--- config.mk ---
export PLATFORM = sky130hd
export DESIGN_NAME = i2c_master_ctrl
export DESIGN_NICKNAME = d
export VERILOG_FILES = /design/src/rtl/i2c_master_ctrl.sv
export SDC_FILE = /design/constraint.sdc
export NUM_CORES = 1
export LEC_CHECK = 0
export CELL_PAD_IN_SITES_DETAIL_PLACEMENT = 1
export CELL_PAD_IN_SITES_GLOBAL_PLACEMENT = 2
export CORE_UTILIZATION = 38
export CTS_CLUSTER_DIAMETER = 30
export CTS_CLUSTER_SIZE = 14
export DETAILED_ROUTE_END_ITERATION = 8
export GPL_TIMING_DRIVEN = 1
export PLACE_DENSITY = 0.91
export SYNTH_ARGS = -nofsm -noshare
export SYNTH_HDL_FRONTEND = slang
export SYNTH_SLANG_ARGS = --single-unit
--- constraint.sdc ---
create_clock -name pclk -period 3.6 [get_ports pclk]
set_input_delay 0.54 -clock pclk [delete_from_list [all_inputs] [get_ports pclk]]
set_output_delay 0.54 -clock pclk [all_outputs]
set_load 0.01 [all_outputs]
--- src/rtl/i2c_master_ctrl.sv ---
// rtl/i2c_master_ctrl.sv - single-byte I2C controller (START, addr+R/W, one data byte, ACK/NACK, STOP)
module i2c_master_ctrl #(
    parameter int CLK_DIV = 4
) (
    input  logic       pclk,
    input  logic       preset_n,
    input  logic       start,
    input  logic [6:0] slave_addr,
    input  logic       rw,
    input  logic [7:0] wdata,
    input  logic       scl_in,
    input  logic       sda_in,
    output logic       scl_oe,
    output logic       sda_oe,
    output logic       busy,
    output logic       done,
    output logic       ack_err,
    output logic [7:0] rdata
);

    localparam int DW = $clog2(CLK_DIV);
    localparam logic [DW-1:0] DIV_LAST = DW'(CLK_DIV - 1);

    typedef enum logic [3:0] {
        IDLE, START, ADDR, AACK, WRITE, WACK, READ, MNACK, STOP
    } state_t;

    state_t         state, state_nxt;
    logic [DW-1:0]  div_cnt;
    logic [1:0]     phase;
    logic [2:0]     bit_cnt;
    logic           rw_q;
    logic [7:0]     wdata_q;
    logic [7:0]     tx_shift;
    logic [7:0]     rx_shift;
    logic           ack_smp;

    logic stretch_hold, quarter_end, bit_end, sample, last_bit, accept;

    // Target may hold SCL low after we release it; freeze the divider until it lets go
    assign stretch_hold = (phase == 2'd2) && !scl_in;
    assign quarter_end  = (state != IDLE) && (div_cnt == DIV_LAST) && !stretch_hold;
    assign bit_end      = quarter_end && (phase == 2'd3);
    assign sample       = quarter_end && (phase == 2'd2);
    assign last_bit     = (bit_cnt == 3'd7);
    assign accept       = (state == IDLE) && start;
    assign busy         = (state != IDLE);

    // State register
    always_ff @(posedge pclk or negedge preset_n) begin
        if (!preset_n) state <= IDLE;
        else           state <= state_nxt;
    end

    // Next-state and open-drain line drive; SCL low in Q0/Q1, SDA changes only at Q0
    always_comb begin
        state_nxt = state;
        scl_oe    = 1'b0;
        sda_oe    = 1'b0;
        case (state)
            IDLE:  if (start) state_nxt = START;
            START: begin
                sda_oe = phase[1];
                scl_oe = (phase == 2'd3);
                if (bit_end) state_nxt = ADDR;
            end
            ADDR: begin
                scl_oe = ~phase[1];
                sda_oe = ~tx_shift[7];
                if (bit_end && last_bit) state_nxt = AACK;
            end
            AACK: begin
                scl_oe = ~phase[1];
                if (bit_end) state_nxt = ack_smp ? STOP : (rw_q ? READ : WRITE);
            end
            WRITE: begin
                scl_oe = ~phase[1];
                sda_oe = ~tx_shift[7];
                if (bit_end && last_bit) state_nxt = WACK;
            end
            WACK: begin
                scl_oe = ~phase[1];
                if (bit_end) state_nxt = STOP;
            end
            READ: begin
                scl_oe = ~phase[1];
                if (bit_end && last_bit) state_nxt = MNACK;
            end
            MNACK: begin
                scl_oe = ~phase[1];
                if (bit_end) state_nxt = STOP;
            end
            STOP: begin
                scl_oe = ~phase[1];
                sda_oe = (phase != 2'd3);
                if (bit_end) state_nxt = IDLE;
            end
            default: state_nxt = IDLE;
        endcase
    end

    // Bit timing, request capture, shift registers and status flags
    always_ff @(posedge pclk or negedge preset_n) begin
        if (!preset_n) begin
            div_cnt  <= '0;
            phase    <= 2'd0;
            bit_cnt  <= 3'd0;
            rw_q     <= 1'b0;
            wdata_q  <= 8'h00;
            tx_shift <= 8'h00;
            rx_shift <= 8'h00;
            ack_smp  <= 1'b0;
            ack_err  <= 1'b0;
            rdata    <= 8'h00;
            done     <= 1'b0;
        end else begin
            done <= 1'b0;
            if (state == IDLE) begin
                div_cnt <= '0;
                phase   <= 2'd0;
            end else if (!stretch_hold) begin
                if (div_cnt == DIV_LAST) begin
                    div_cnt <= '0;
                    phase   <= phase + 2'd1;
                end else begin
                    div_cnt <= div_cnt + 1'b1;
                end
            end
            if (accept) begin
                rw_q     <= rw;
                wdata_q  <= wdata;
                tx_shift <= {slave_addr, rw};
                bit_cnt  <= 3'd0;
                ack_err  <= 1'b0;
            end
            if (sample) begin
                ack_smp <= sda_in;
                if (state == READ) rx_shift <= {rx_shift[6:0], sda_in};
            end
            if (bit_end) begin
                case (state)
                    ADDR, WRITE: begin
                        tx_shift <= {tx_shift[6:0], 1'b0};
                        bit_cnt  <= bit_cnt + 3'd1;
                    end
                    READ: begin
                        bit_cnt <= bit_cnt + 3'd1;
                        if (last_bit) rdata <= rx_shift;
                    end
                    AACK: begin
                        if (ack_smp) ack_err  <= 1'b1;
                        else         tx_shift <= wdata_q;
                    end
                    WACK: if (ack_smp) ack_err <= 1'b1;
                    STOP: done <= 1'b1;
                    default: ;
                endcase
            end
        end
    end

endmodule

==> flow_summary_export.csv, run 1 <==
group,metric,value,unit
clock_tree,cts.sinks,47,
status,run_status,"completed",
floorplanning,die_w,78.8,um
critical_path,startpoint_type,"flop",
route,vias,1543,
clock_tree,postCtsSetupBuffers,0,
route,wl,4700,um
power,total_leakage_power,1.20,nW
logic_synthesis,yosysUniqueCellTypes,38,
power,switching_share,0.364,
power,power.total,1.70,mW
global_route,grt_pass1_vias,1617,
min_path,hp-class,"primary input to async pin",
clock_tree,cts_resized,0,
logic_synthesis,ys.flop_type,"dfrtp_1",
clock_tree,cts_tree,"done",
final_layout,nFillCells,612,
timing,max_freq,349,MHz
floorplanning,io_pins,34,
final_layout,drive_gt1_frac,0.202,
global_route,antenna_found_initial,0,
timing,maxSlewViolCount,0,
critical_path,worst-r2r-cell-count,4,
critical_path,critPathRequiredTime,3.06,ns
final_layout,fin_area,2710,um2
critical_path,worstSetupEndpointType,"output pin",
critical_path,crit_fanout,12,
clock_tree,htree_levels,2,
clock_tree,numCtsBuffers,5,
power,combPwrFrac,0.323,
critical_path,reg2reg_to,"tx_shift[3]",
power,p_sw,621,uW
clock_tree,postCtsHoldBufs,0,
route,dr.first_iter.drc_count,149,
clock_tree,clockBufferDepth,2,
timing,relSlewSlack,0.321,
logic_synthesis,async_flop_share,1.00,
logic_synthesis,yosysWarningCount,0,
final_layout,syn_to_final_growth,20.7,%
final_layout,diodes,0,
route,vias_per_cell,5.32,
logic_synthesis,syn-num-nets,211,
power,p_per_area,630,nW/um2
floorplanning,fp.coreArea,5610,um2
logic_synthesis,synth_seq_cells,47,
critical_path,rr_startpoint,"state[2]",
floorplanning,die_area,6210,um2
route,drc_errors,0,
placed_design,dp.cells,282,
route,dr.pass1.iters,4,
clock_tree,clk_pin_slew,0.09,ns
timing,fin_tns_setup,0,ns
placed_design,hpwl,3330,um
clock_tree,clk_latency,0.30,ns
timing,period_share,0.796,
final_layout,fin_nets,243,
floorplanning,rows,27,
logic_synthesis,syn_area_per_cell,12.1,um2
floorplanning,start_util,0.400,
global_route,grt_pass1_wl,8160,um
timing,hold_viol,0,
timing,layout_min_cycle_time,2.87,ns
power,clockPowerShare,0.189,
global_route,grt_overflow,0,
power,p_int,1.08,mW
power,pwr-share-seq,0.488,
critical_path,r2r_setup_slack,1.18,ns
placed_design,dpl-instance-area,2610,um2
floorplanning,die_y,78.8,um
timing,rsz0062_at_grt,"false",
logic_synthesis,ys_seq_area_frac,0.525,
final_layout,final_cells,290,
logic_synthesis,synth_enable_flop_cells,0,
placed_design,io_buffers,33,
placed_design,routabilityCongestion,0.743,
route,ant_nets,0,
global_route,grt_max_degree,48,
clock_tree,cts_root_buf,"clkbuf_8",
critical_path,critical_path_arrival,2.33,ns
timing,worstMarginPinSlew,1.02,ns
timing,finalClockSkew,0.00576,ns
global_route,grt_usage,0.171,
logic_synthesis,synth_area,2240,um2
critical_path,path_class,"flop to output pin",
power,ir_drop,0.000243,V
logic_synthesis,netlist_instances,185,
route,wl_per_cell,16.2,um
timing,report.final.setup_viol,0,
flow_run,drv_cap,0,
worst max-delay path: stages (launching register included):
cell and delay (ns):
dfrtp_1 0.56, or2_1 0.45, o21ai_0 0.20, o21ai_0 0.09, o21ai_0 0.16, clkdlybuf4s50_1 0.56
cells in the final DEF (no fill, tap or decap), drive strengths merged, types with 2 or more instances in the layout:
| master | synthesis | final |
|---|---|---|
| nor3 | 4 | 4 |
| clkdlybuf4s50 | 0 | 32 |
| inv | 4 | 4 |
| mux2 | 26 | 26 |
| and3 | 2 | 2 |
| nor2 | 9 | 9 |
| nand2 | 16 | 16 |
| clkbuf | 0 | 5 |
| nand3b | 2 | 2 |
| o22ai | 2 | 2 |
| a22oi | 6 | 6 |
| ha | 5 | 5 |
| mux2i | 10 | 10 |
| dfrtp | 47 | 47 |
| nand3 | 2 | 2 |
| o21ai | 14 | 14 |
| xnor2 | 2 | 2 |
| nor4 | 3 | 3 |
| clkinv | 0 | 2 |
| a21boi | 2 | 2 |
| a21oi | 6 | 6 |
per-stage QoR:
step | setup WS, ns | hold WS [ns] | utilization
final | 0.735 | 0.410 | 0.482
after floorplan | 1.75 | 0.244 | -
after detailed placement | 1.07 | 0.491 | 0.466
after global placement | 1.09 | 0.478 | 0.466
after global routing | 0.598 | 0.498 | 0.482
after CTS | 0.717 | 0.450 | 0.482
synthesized netlist by cell type (3+ instances only):
cell,count,area (um2)
inv_1,4,15.0
ha_1,5,62.6
a21oi_1,6,30.0
dfrtp_1,47,1180
nor2_1,9,33.8
nor4_4,3,63.8
buf_2,6,30.0
a22oi_1,6,45.0
mux2i_1,10,100
nand2_1,15,56.3
o21ai_0,14,70.1
mux2_2,26,293
cells by family after synthesis:
kind of cell | Yosys count | synth area share
mux | 36 | 0.175
fa+ha+maj | 5 | 0.0279
simple gates | 46 | 0.135
compound gates | 37 | 0.103
flops | 47 | 0.525
xor+xnor | 2 | 0.00782
buf+inv | 12 | 0.0268
flip-flops by register name (all words and copies together), names as in the netlist:
register / cells
rdata: 8
rx_shift: 8
tx_shift: 8
wdata_q: 8
state: 4
bit_cnt: 3
div_cnt: 2
phase: 2
ack_err: 1
ack_smp: 1
done: 1
rw_q: 1
routing by layer:
metal / global-route usage / part of all wire / routed length (um)
met5: 0 / 0 / 0
met4: 0.0852 / 0.022 / 105
met3: 0.0253 / 0.033 / 153
met2: 0.253 / 0.47 / 2220
met1: 0.245 / 0.47 / 2220
layout make-up:
class / count / area, um2 / area share
Clock buffer: 5 / 68.8 / 0.0254
Inverter: 4 / 15.0 / 0.00555
Multi-Input combinational cell: 126 / 1000 / 0.371
Sequential cell: 47 / 1180 / 0.435
Timing Repair Buffer: 33 / 325 / 0.120
Clock inverter: 3 / 25.0 / 0.00925
Tap cell: 72 / 90.1 / 0.0333
power by group through the flow:
stage                     clock, mW  sequential (mW)  combinational (mW)
after floorplan                   0            0.761               0.441
after global placement            0            0.828               0.535
after detailed placement          0            0.841               0.556
after CTS                     0.336            0.829               0.560
after global routing          0.358            0.852               0.617
final                         0.322            0.830               0.551
worst max path at each step:
stage	cells after the start	slack [ns]	from	end
finish	5	0.73	state[3]	sda_oe
global route	5	0.60	state[3]	sda_oe
CTS	5	0.72	state[3]	sda_oe
detailed placement	5	1.07	state[3]	sda_oe
global placement	5	1.09	state[3]	sda_oe
floorplan	4	1.75	state[2]	scl_oe
Power figures use the tool's default switching activity.
==> inputs of run 2 (changes only) <==
--- a/config.mk
+++ b/config.mk
@@ -7,12 +7,12 @@
 export LEC_CHECK = 0
 export CELL_PAD_IN_SITES_DETAIL_PLACEMENT = 1
 export CELL_PAD_IN_SITES_GLOBAL_PLACEMENT = 2
-export CORE_UTILIZATION = 38
+export CORE_UTILIZATION = 32
 export CTS_CLUSTER_DIAMETER = 30
 export CTS_CLUSTER_SIZE = 14
 export DETAILED_ROUTE_END_ITERATION = 8
 export GPL_TIMING_DRIVEN = 1
-export PLACE_DENSITY = 0.91
+export PLACE_DENSITY = 0.83
 export SYNTH_ARGS = -nofsm -noshare
 export SYNTH_HDL_FRONTEND = slang
 export SYNTH_SLANG_ARGS = --single-unit
==> constraint.sdc (replaced) <==
create_clock -name pclk -period 2.4 [get_ports pclk]
set_input_delay 0.36 -clock pclk [delete_from_list [all_inputs] [get_ports pclk]]
set_output_delay 0.36 -clock pclk [all_outputs]
set_load 0.01 [all_outputs]
==> flow_summary_export.csv, run 2 (same netlist as run 1, synthesis figures left out) <==
group,metric,value,unit
clock_tree,cts.sinks,47,
final_layout,drive_gt1_frac,0.252,
power,ir_drop,0.000355,V
clock_tree,clk_pin_slew,0.09,ns
global_route,antenna_found_initial,0,
placed_design,dpl-instance-area,2730,um2
critical_path,path_class,"flop to output pin",
clock_tree,clockBufferDepth,2,
route,dr.pass1.iters,4,
flow_run,drv_cap,0,
critical_path,critPathRequiredTime,2.04,ns
final_layout,final_cells,326,
floorplanning,rows,30,
timing,finalClockSkew,0.00549,ns
critical_path,worst-r2r-cell-count,5,
route,vias,1595,
route,vias_per_cell,4.89,
timing,hold_viol,0,
final_layout,diodes,0,
final_layout,layout_commonest_cell,"dfrtp_1",
power,power.total,2.62,mW
timing,max_freq,453,MHz
global_route,grt_pass1_vias,1629,
timing,report.final.setup_viol,0,
final_layout,fin_area,2830,um2
global_route,grt_pass1_wl,8310,um
floorplanning,die_area,7340,um2
final_layout,utilization,0.416,
timing,worstMarginPinSlew,0.600,ns
timing,fin_tns_setup,0,ns
critical_path,crit_fanout,5,
clock_tree,htree_levels,2,
placed_design,io_buffers,33,
timing,maxSlewViolCount,0,
min_path,hp-class,"primary input to async pin",
global_route,grt_overflow,0,
placed_design,pre_cts_ws,0.251,ns
final_layout,fin_nets,255,
floorplanning,start_util,0.330,
clock_tree,cts_tree,"done",
placed_design,routabilityCongestion,0.758,
critical_path,rr_startpoint,"phase[1]",
critical_path,critical_path_arrival,1.85,ns
clock_tree,numCtsBuffers,5,
global_route,grt_max_degree,48,
route,drc_errors,0,
timing,relSlewSlack,0.600,
power,total_leakage_power,1.27,nW
critical_path,reg2reg_to,"rdata[5]",
global_route,grt_usage,0.145,
timing,holdWs,0.132,ns
power,p_per_area,929,nW/um2
final_layout,nFillCells,749,
timing,period_share,0.919,
timing,layout_min_cycle_time,2.21,ns
route,wl_per_cell,14.5,um
clock_tree,cts_root_buf,"clkbuf_8",
critical_path,startpoint_type,"flop",
timing,setup_ws,0.195,ns
clock_tree,postCtsSetupBuffers,0,
route,dr.first_iter.drc_count,45,
floorplanning,io_pins,34,
floorplanning,fp.coreArea,6790,um2
status,run_status,"completed",
placed_design,dp.cells,318,
critical_path,worstSetupEndpointType,"output pin",
route,ant_nets,0,
route,wl,4730,um
final_layout,syn_to_final_growth,26.1,%
placed_design,hpwl,3430,um
critical_path,r2r_setup_slack,0.44,ns
final_layout,layout_common_cells,"46 x dfrtp_1, 31 x clkdlybuf4s50_1, 26 x mux2_2",
floorplanning,die_w,85.7,um
timing,rsz0062_at_grt,"false",
clock_tree,clk_latency,0.30,ns
floorplanning,die_y,85.7,um
-- run 2: cell types whose count changed in the layout (fill, tap and decap cells not counted) --
cell and delta:
buf_4 +12, clkdlybuf4s50_1 -1, clkinv_2 +1, clkinv_4 -2
clkinvlp_4 -1, dfrtp_1 -1, dfrtp_2 +1, dlygate4sd2_1 +1
inv_6 +2, nor2_1 -1, nor2_2 +1
-- run 2: worst max-delay path, stage by stage (launching register included) --
cell	delay, ns
dfrtp_1	0.40
nor2_2	0.26
nand3b_1	0.17
o22ai_1	0.15
clkdlybuf4s50_1	0.55
-- run 2: area by class of cell --
class / count / area [um2] / share of cell area
Sequential cell: 47 / 1180 / 0.417
Tap cell: 96 / 120 / 0.0425
Clock buffer: 5 / 68.8 / 0.0244
Inverter: 4 / 15.0 / 0.00531
Multi-Input combinational cell: 126 / 1010 / 0.357
Timing Repair Buffer: 45 / 414 / 0.147
Clock inverter: 3 / 22.5 / 0.00797
-- run 2: report_power, final --
part / total, mW / internal (mW) / switching [mW]
clock network: 0.505 / 0.211 / 0.294
logic: 0.963 / 0.462 / 0.501
registers: 1.16 / 1.01 / 0.146
total: 2.62 / 1.68 / 0.941
-- run 2: routing by layer --
metal	vias to the layer above	wire length, um	GRT usage
met2	27	2210	0.233
met4	0	44	0.0318
met1	802	2340	0.203
met5	-	0	0
met3	5	138	0.0318
li1	761	-	-
-- run 2: worst max path at each step --
| stage | start | endpoint | slack, ns | cells past startpoint |
|---|---|---|---|---|
| 3_3_place_gp | scl_in | rdata[4] | 0.28 | 5 |
| 6_report | state[2] | scl_oe | 0.19 | 4 |
| 3_5_place_dp | scl_in | rdata[5] | 0.25 | 5 |
| 5_1_grt | state[2] | scl_oe | 0.07 | 4 |
| 2_1_floorplan | phase[1] | rdata[0] | 0.68 | 5 |
| 4_1_cts | state[2] | scl_oe | 0.05 | 4 |
-- run 2: timing repair --
item                                    4_1_cts  5_1_grt
hold buffers                                  0        0
endpoints found under the setup margin        1        1
pin swaps                                     0        0
gates resized for setup                       2        1
==> inputs of run 3 (changes only) <==
--- a/config.mk
+++ b/config.mk
@@ -7,12 +7,13 @@
 export LEC_CHECK = 0
 export CELL_PAD_IN_SITES_DETAIL_PLACEMENT = 1
 export CELL_PAD_IN_SITES_GLOBAL_PLACEMENT = 2
-export CORE_UTILIZATION = 32
+export CORE_UTILIZATION = 37
 export CTS_CLUSTER_DIAMETER = 30
 export CTS_CLUSTER_SIZE = 14
 export DETAILED_ROUTE_END_ITERATION = 8
+export DONT_BUFFER_PORTS = 1
 export GPL_TIMING_DRIVEN = 1
-export PLACE_DENSITY = 0.83
+export PLACE_DENSITY = 0.81
 export SYNTH_ARGS = -nofsm -noshare
 export SYNTH_HDL_FRONTEND = slang
 export SYNTH_SLANG_ARGS = --single-unit
==> flow_summary_export.csv, run 3 (same netlist as run 1, synthesis figures left out) <==
group,metric,value,unit
status,run_status,"completed",
critical_path,startpoint_type,"flop",
placed_design,hpwl,3430,um
final_layout,final_cells,261,
min_path,hold_start,"sda_in",
route,drc_errors,0,
critical_path,crit_chain,"or2_1 -> o21ai_0 -> o21ai_0 -> o21ai_1",
global_route,grt_usage,0.172,
power,power.total,2.59,mW
clock_tree,postCtsSetupBuffers,0,
global_route,grt_max_degree,48,
final_layout,drive_gt1_frac,0.243,
timing,fin_tns_setup,0,ns
placed_design,dp.cells,251,
power,p_sw,906,uW
critical_path,crit_family,"flip-flops",
global_route,grt_pass1_vias,1622,
critical_path,worstSetupEndpointType,"output pin",
clock_tree,numCtsBuffers,5,
power,combPwrFrac,0.289,
floorplanning,fp.coreArea,5680,um2
critical_path,critical_path_arrival,1.86,ns
critical_path,critPathBufInv,0,
floorplanning,die_y,79.8,um
timing,period_share,0.923,
global_route,grt_pass1_wl,8300,um
placed_design,io_buffers,0,
timing,worstMarginPinSlew,0.535,ns
timing,max_freq,451,MHz
power,p_int,1.68,mW
floorplanning,rows,27,
global_route,grt_overflow,0,
timing,finalClockSkew,0.00961,ns
route,dr.first_iter.drc_count,51,
critical_path,crit_fanout,12,
route,wl,4840,um
clock_tree,clk_latency,0.30,ns
clock_tree,cts_tree,"done",
global_route,antenna_found_initial,0,
critical_path,critPathMostFrequentCell,"o21ai_0",
critical_path,crit_slowest_cell,"dfrtp_1",
floorplanning,start_util,0.395,
timing,layout_min_cycle_time,2.22,ns
power,pwr-share-seq,0.477,
timing,relSlewSlack,0.643,
route,vias,1464,
route,wl_per_cell,18.5,um
power,total_leakage_power,1.12,nW
critical_path,critPathRequiredTime,2.04,ns
power,ir_drop,0.000473,V
clock_tree,cts_root_buf,"clkbuf_8",
power,clockPowerShare,0.234,
route,ant_nets,0,
placed_design,routabilityCongestion,0.848,
placed_design,dpl-instance-area,2300,um2
route,dr.pass1.iters,4,
critical_path,rr_startpoint,"phase[1]",
critical_path,path_class,"flop to output pin",
final_layout,layout_commonest_cell,"dfrtp_1",
timing,rsz0062_at_grt,"false",
clock_tree,htree_levels,2,
floorplanning,die_w,79.8,um
floorplanning,io_pins,34,
timing,maxSlewViolCount,0,
floorplanning,die_area,6370,um2
timing,hold_viol,0,
clock_tree,cts.sinks,47,
clock_tree,clk_pin_slew,0.09,ns
min_path,hp-class,"primary input to flop",
power,switching_share,0.350,
critical_path,cpPeakStageDelay,0.56,ns
final_layout,syn_to_final_growth,9.60,%
final_layout,layout_common_cells,"47 x dfrtp_1, 26 x mux2_2, 15 x nand2_1",
critical_path,timing.critical_path.from,"state[3]",
final_layout,fin_area,2460,um2
timing,report.final.setup_viol,0,
final_layout,fin_nets,214,
flow_run,drv_cap,0,
power,p_per_area,1050,nW/um2
final_layout,nFillCells,611,
route,vias_per_cell,5.61,
clock_tree,clockBufferDepth,2,
final_layout,diodes,0,
[run 3: cell types whose count changed in the layout (fill, tap and decap cells not counted), sizes merged]
cell | previous run | this run
dlygate4sd2 | 1 | 0
bufinv | 0 | 1
clkdlybuf4s50 | 31 | 0
dlygate4sd3 | 0 | 1
buf | 13 | 3
inv | 6 | 4
clkbuf | 5 | 6
[run 3: layout make-up]
type,count,area [um2],share of cell area
clock buffers,6,82.6,0.0336
repair buffers,4,52.6,0.0214
clock inverters,2,35.0,0.0143
well taps,72,90.1,0.0367
flip-flops and latches,47,1180,0.479
multi-input cells,126,1000,0.409
inverters,4,15.0,0.00611
[run 3: layer usage]
layer,share of wire,wire length [um],GRT usage
met1,0.42,2050,0.216
met2,0.51,2490,0.289
met3,0.055,264,0.0491
met4,0.0074,36,0.0411
met5,0,0,0
[run 3: what timing repair did]
action,CTS,global route
resized for setup,0,1
hold endpoints to repair,47,0
hold buffers,2,0
setup endpoints to repair,0,1
[run 3: worst paths after layout]
kind                                to  slack, ns  depth (start not counted)
max                             sda_oe       0.18                          4
min                            ack_smp       0.21                          1
max reg2reg                   rdata[4]       0.42                          5
min reg2reg                tx_shift[0]       0.49                          2
max in group asynchronous  rx_shift[4]       1.61                          2
min in group asynchronous     phase[1]       0.57                          2
[run 3: per-stage QoR]
| step | hold WS (ns) | worst slack [ns] | util |
|---|---|---|---|
| after floorplan | 0.0644 | 0.682 | - |
| after global placement | 0.0657 | 0.431 | 0.405 |
| after detailed placement | 0.0658 | 0.414 | 0.405 |
| after CTS | 0.198 | 0.0733 | 0.433 |
| after global routing | 0.184 | 0.0514 | 0.433 |
| final | 0.206 | 0.184 | 0.433 |
[run 3: power by group through the flow]
stage                     logic [mW]  registers, mW  clock network [mW]
after floorplan                0.661           1.14                   0
after global placement         0.692           1.23                   0
after detailed placement       0.726           1.25                   0
after CTS                      0.759           1.23               0.622
after global routing           0.852           1.27               0.662
final                          0.749           1.23               0.605
